File: config.mk
export PLATFORM = sky130hd
export DESIGN_NAME = div_unit_flat
export DESIGN_NICKNAME = d
export VERILOG_FILES = /design/src/rtl/div_unit_pkg.sv /design/src/rtl/div_unit_if.sv /design/src/rtl/div_unit.sv /design/src/flat_wrapper.sv
export SDC_FILE = /design/constraint.sdc
export NUM_CORES = 1
export LEC_CHECK = 0
export CAP_MARGIN = 10
export CORE_MARGIN = 2
export CORE_UTILIZATION = 57
export CTS_CLUSTER_DIAMETER = 80
export DETAILED_ROUTE_END_ITERATION = 8
export MAX_ROUTING_LAYER = met4
export PLACE_DENSITY_LB_ADDON = 0.08
export SLEW_MARGIN = 25
export SYNTH_ARGS = -nofsm -noshare
export SYNTH_HDL_FRONTEND = slang
export SYNTH_SLANG_ARGS = --single-unit
File: constraint.sdc
create_clock -name clk -period 4 [get_ports clk]
set_clock_uncertainty 0.15 [all_clocks]
set_input_delay 0.8 -clock clk [delete_from_list [all_inputs] [get_ports clk]]
set_output_delay 0.8 -clock clk [all_outputs]
set_load 0.01 [all_outputs]
File: src/rtl/div_unit_pkg.sv
// Shared definitions for the divide unit: data width, step count and FSM states.
package div_unit_pkg;

  localparam int DW = 32;
  localparam int CW = 6;

  // The counter starts at 0 on acceptance, so the 32nd step happens while it reads 31.
  localparam logic [CW-1:0] LAST_STEP = 6'd31;

  typedef enum logic [1:0] {
    S_IDLE = 2'd0,
    S_RUN  = 2'd1,
    S_FIX  = 2'd2,
    S_DONE = 2'd3
  } state_t;

endpackage

File: src/rtl/div_unit_if.sv
// Controller-to-divider handshake: start pulses and operands in, status and results out.
interface div_unit_if;
  import div_unit_pkg::*;

  logic          div_start;
  logic          divu_start;
  logic [DW-1:0] dividend;
  logic [DW-1:0] divisor;
  logic          busy;
  logic          done;
  logic [DW-1:0] quotient;
  logic [DW-1:0] remainder;

  // The controller side issues requests and watches status.
  modport master (
    output div_start, divu_start, dividend, divisor,
    input  busy, done, quotient, remainder
  );

  // The divider side consumes requests and reports results.
  modport slave (
    input  div_start, divu_start, dividend, divisor,
    output busy, done, quotient, remainder
  );

endinterface

File: src/rtl/div_unit.sv
// Iterative 32-step restoring divider with signed/unsigned modes.
// Signed operands are reduced to magnitudes up front and the signs are
// re-applied in a single correction cycle once the magnitude divide is done.
module div_unit
  import div_unit_pkg::*;
(
  input  logic      clk,
  input  logic      rst,
  div_unit_if.slave bus
);

  state_t        r_state;
  state_t        w_nextState;
  logic [CW-1:0] r_count;
  logic [DW-1:0] r_rem;
  logic [DW-1:0] r_quo;
  logic [DW-1:0] r_divisor;
  logic          r_signA;
  logic          r_signB;
  logic [DW-1:0] r_quotient;
  logic [DW-1:0] r_remainder;

  logic          w_accept;
  logic          w_isSigned;
  logic [DW-1:0] w_absA;
  logic [DW-1:0] w_absB;
  logic [DW:0]   w_shift;
  logic [DW:0]   w_trial;
  logic [DW-1:0] w_quoFixed;
  logic [DW-1:0] w_remFixed;

  // A signed request wins when both start lines are raised together.
  assign w_accept   = ((r_state == S_IDLE) || (r_state == S_DONE)) &&
                      (bus.div_start || bus.divu_start);
  assign w_isSigned = bus.div_start;
  assign w_absA     = (w_isSigned && bus.dividend[DW-1]) ? -bus.dividend : bus.dividend;
  assign w_absB     = (w_isSigned && bus.divisor[DW-1])  ? -bus.divisor  : bus.divisor;

  // One restoring step: shift in the next dividend bit, then trial-subtract.
  assign w_shift    = {r_rem, r_quo[DW-1]};
  assign w_trial    = w_shift - {1'b0, r_divisor};

  // Sign correction: quotient negative when signs differ, remainder follows the dividend.
  assign w_quoFixed = (r_signA ^ r_signB) ? -r_quo : r_quo;
  assign w_remFixed = r_signA ? -r_rem : r_rem;

  assign bus.busy      = (r_state == S_RUN) || (r_state == S_FIX);
  assign bus.done      = (r_state == S_DONE);
  assign bus.quotient  = r_quotient;
  assign bus.remainder = r_remainder;

  // State register.
  always_ff @(posedge clk or negedge rst) begin
    if (!rst) begin
      r_state <= S_IDLE;
    end else begin
      r_state <= w_nextState;
    end
  end

  // Next-state logic: starts are only honoured from IDLE or DONE.
  always_comb begin
    w_nextState = r_state;
    case (r_state)
      S_IDLE:  if (w_accept) w_nextState = S_RUN;
      S_RUN:   if (r_count >= LAST_STEP) w_nextState = S_FIX;
      S_FIX:   w_nextState = S_DONE;
      S_DONE:  w_nextState = w_accept ? S_RUN : S_IDLE;
      default: w_nextState = S_IDLE;
    endcase
  end

  // Datapath: operand capture, iteration, and result latch in the fix cycle.
  always_ff @(posedge clk or negedge rst) begin
    if (!rst) begin
      r_count     <= '0;
      r_rem       <= '0;
      r_quo       <= '0;
      r_divisor   <= '0;
      r_signA     <= 1'b0;
      r_signB     <= 1'b0;
      r_quotient  <= '0;
      r_remainder <= '0;
    end else if (w_accept) begin
      r_count   <= '0;
      r_rem     <= '0;
      r_quo     <= w_absA;
      r_divisor <= w_absB;
      r_signA   <= w_isSigned & bus.dividend[DW-1];
      r_signB   <= w_isSigned & bus.divisor[DW-1];
    end else if (r_state == S_RUN) begin
      if (!w_trial[DW]) begin
        r_rem <= w_trial[DW-1:0];
        r_quo <= {r_quo[DW-2:0], 1'b1};
      end else begin
        r_rem <= w_shift[DW-1:0];
        r_quo <= {r_quo[DW-2:0], 1'b0};
      end
      if (r_count < LAST_STEP) begin
        r_count <= r_count + 6'd1;
      end
    end else if (r_state == S_FIX) begin
      r_quotient  <= w_quoFixed;
      r_remainder <= w_remFixed;
    end
  end

endmodule

File: src/flat_wrapper.sv
// flat-port wrapper written by rule: the top's interface ports become plain ports
module div_unit_flat import div_unit_pkg::*;
  (clk, rst, bus_div_start, bus_divu_start, bus_dividend, bus_divisor, bus_busy, bus_done, bus_quotient, bus_remainder);
  div_unit_if bus_i ();
  input  logic clk;
  input  logic rst;
  input wire logic [$bits(bus_i.div_start)-1:0] bus_div_start;
  input wire logic [$bits(bus_i.divu_start)-1:0] bus_divu_start;
  input wire logic [$bits(bus_i.dividend)-1:0] bus_dividend;
  input wire logic [$bits(bus_i.divisor)-1:0] bus_divisor;
  output wire logic [$bits(bus_i.busy)-1:0] bus_busy;
  output wire logic [$bits(bus_i.done)-1:0] bus_done;
  output wire logic [$bits(bus_i.quotient)-1:0] bus_quotient;
  output wire logic [$bits(bus_i.remainder)-1:0] bus_remainder;
  assign bus_i.div_start = bus_div_start;
  assign bus_i.divu_start = bus_divu_start;
  assign bus_i.dividend = bus_dividend;
  assign bus_i.divisor = bus_divisor;
  assign bus_busy = bus_i.busy;
  assign bus_done = bus_i.done;
  assign bus_quotient = bus_i.quotient;
  assign bus_remainder = bus_i.remainder;
  div_unit u_core (.clk(clk), .rst(rst), .bus(bus_i));
endmodule
==> run metrics <==
most frequent cell after synthesis dfrtp_1; cell taking the most area after synthesis dfrtp_1; type of origin of the critical path flip-flop; WP data arrival 3.90 ns; Syn. warnings 0; register area share after synthesis 0.380; cts hold-fix bufs 0; Global Route Usage Sum 0.287; HP Class in2async; Routed Antenna Nets 0; drt drc 0; Synth cell types 62; Die Y-Extent 144 µm; Reg2Reg Depth 13; Iteration-0 DRC Markers 801; prevailing post-synth register cell dfrtp_1; final wirelength 28000 µm; Final setup viols 0; Post-DP HPWL 20400 µm; Fin. Hold Viols 0; number of diodes 0; CORE AREA 19300 µm²; Post-CTS Setup Inserts 0; largest cells by area after synthesis dfrtp_1, a21oi_1, xor2_1; async set-reset flop share out of synthesis 1.00; Post-synth top cells dfrtp_1, a21oi_1, o21ai_0; hold slack 0.211 ns; Synth Cell Area 11200 µm²; CP Max Fanout 13; Initial DRT Pass Iterations 6; Num CTS Buffers 17; Syn Nets 1421; FMAX 270 MHz; Top Ports 134; metal2 WL 11800 µm; post-cts sizing count 0; Setup TNS 0 ns; routability congestion estimate 0.951; Root Buffer clkbuf_16; Area Growth Syn to Fin 20.2%; Final period util 0.925; via count 9637; TritonCTS clock tree done; number of synthesized flops with an enable pin 0; vias in the first global route 8791; VDD IR max 1.14 mV; Final Max Tran Viols 0; CTS Sinks 170; starting density of the core 0.579; status complete, no violations; routed len/inst 16.5 µm; Layout Nets 1531; unrepaired setup endpoints after global routing false; met3 WL 1880 µm; buffers added on ports 133; grt ovf 0; Tightest Pin Transition 0.998 ns; CP required 4.20 ns; power density cells 949 nW/µm²; Max-slew headroom 0.335; Top Metal Used met4; worst r2r dst u_core.r_rem[30]; Worst R2R Setup Slack 0.30 ns; worst reg2reg path startpoint u_core.r_quo[31]; largest net degree at the start of global routing 92; Syn Area/Cell 8.54 µm²; Cell Rows 51; Worst setup EP type flip-flop; MaxCap Viol Count 0; CTS Buffer Depth 2; post-synth top area share 0.380; register bit count reported by yosys 170; clk_lat worst skew 0.44 ns; Via density 5.68; Final Critical Period 3.70 ns; Setup CP Type reg2reg; wl on met1 14100 µm; Post-Synthesis Cells 1310; LEAKAGE 0.00573 µW; depth of the CTS H-tree 4; die width 144 µm; die area 20800 µm²; Reg clk slew, reported paths 0.07 ns; first-pass GRT wire length 45900 µm; initial antenna violation count 0; fraction of layout cells with a size suffix above 1 0.0537
[flip-flops by register name (all words and copies together), names as in the netlist]
| register | count |
|---|---|
| u_core.r_divisor | 32 |
| u_core.r_rem | 32 |
| u_core.r_signA | 1 |
| u_core.r_state | 2 |
| u_core.bus.remainder | 32 |
| u_core.r_quo | 32 |
| u_core.r_count | 6 |
| u_core.bus.quotient | 32 |
| u_core.r_signB | 1 |
[kinds of logic (layout without fill, tap and decap cells)]
group           Yosys count  after routing  share of synthesized area
compound gates          384            384                      0.199
xor+xnor                150            150                      0.119
fa+ha+maj                43             43                     0.0488
buf+inv                 124            247                     0.0443
flops                   170            170                      0.380
mux                      58             58                     0.0522
simple gates            381            381                      0.156
[metrics by stage]
step | instance area (µm²) | total power [µW] | instances | util | setup WS, ns
6_report | 13500 | 12800 | 1698 | 0.696 | 0.301
5_1_grt | 13500 | 13800 | 1698 | 0.696 | 0.0625
4_1_cts | 13500 | 12700 | 1698 | 0.696 | 0.304
3_5_place_dp | 12800 | 11000 | 1666 | 0.664 | 0.179
3_3_place_gp | 12800 | 10800 | 1666 | 0.664 | 0.232
2_1_floorplan | 11200 | 8630 | 1310 | - | 0.786
[area by class of cell]
type,instances,area [µm²]
clock buffer,17,425
clock inverter,15,179
fill,1587,5880
inverter,56,210
multi-input combinational,1016,6470
sequential,170,4250
tap,265,332
timing repair buffer,159,1580
[routing by layer]
layer	vias up	track usage
met5	-	-
met4	0	0.0537
met3	19	0.0437
met2	302	0.396
met1	4503	0.447
li1	4813	-
[where the power goes]
| part | leakage (µW) | switching (µW) | internal, µW | total [µW] |
|---|---|---|---|---|
| registers | 0.00205 | 785 | 2560 | 3340 |
| logic | 0.00338 | 4330 | 3400 | 7730 |
| clock network | 0.000290 | 794 | 895 | 1690 |
| total | 0.00573 | 5910 | 6860 | 12800 |
[critical path: stages (launching register included)]
cell and delay (ns):
dfrtp_1 0.39, inv_1 0.08, ha_1 0.21, fa_1 0.41, nand2b_1 0.19, a21oi_1 0.25, o21a_1 0.22, or3_4 0.15
o21ai_4 0.07, o41ai_4 0.51, xnor2_4 0.32, buf_12 0.22, o2111ai_1 0.17, a31oi_1 0.24
[worst max-delay path by stage]
stage | cells past startpoint | to | startpoint
finish | 13 | u_core.r_rem[30] | u_core.r_quo[31]
global route | 13 | u_core.r_rem[13] | u_core.r_quo[31]
CTS | 13 | u_core.r_rem[29] | u_core.r_quo[31]
detailed placement | 10 | u_core.r_divisor[29] | bus_divisor[8]
global placement | 9 | u_core.r_quo[29] | bus_dividend[10]
floorplan | 8 | u_core.r_quo[29] | bus_dividend[12]
[cell usage in the layout (no fill, tap or decap), types with 4 or more instances in the layout]
| master | count |
|---|---|
| nand3_1 | 22 |
| a21oi_1 | 150 |
| a21o_1 | 10 |
| nand2b_1 | 10 |
| o31ai_1 | 30 |
| a31oi_1 | 9 |
| xor2_1 | 78 |
| inv_1 | 55 |
| buf_4 | 22 |
| nor3_1 | 15 |
| and2_1 | 7 |
| buf_12 | 4 |
| nand3b_1 | 5 |
| nand4_1 | 4 |
| mux2i_1 | 55 |
| inv_8 | 4 |
| o21a_1 | 5 |
| or4_1 | 10 |
| or2_2 | 6 |
| o21ai_0 | 134 |
| o41ai_1 | 13 |
| xnor2_1 | 71 |
| nor2_1 | 128 |
| clkdlybuf4s50_1 | 132 |
| nor2b_1 | 11 |
| ha_1 | 40 |
| clkbuf_16 | 17 |
| a211oi_1 | 7 |
| nor4_1 | 8 |
| dfrtp_1 | 170 |
| or3_1 | 14 |
| nand2_1 | 127 |
Note: power is estimated with default switching activity, not from simulation.
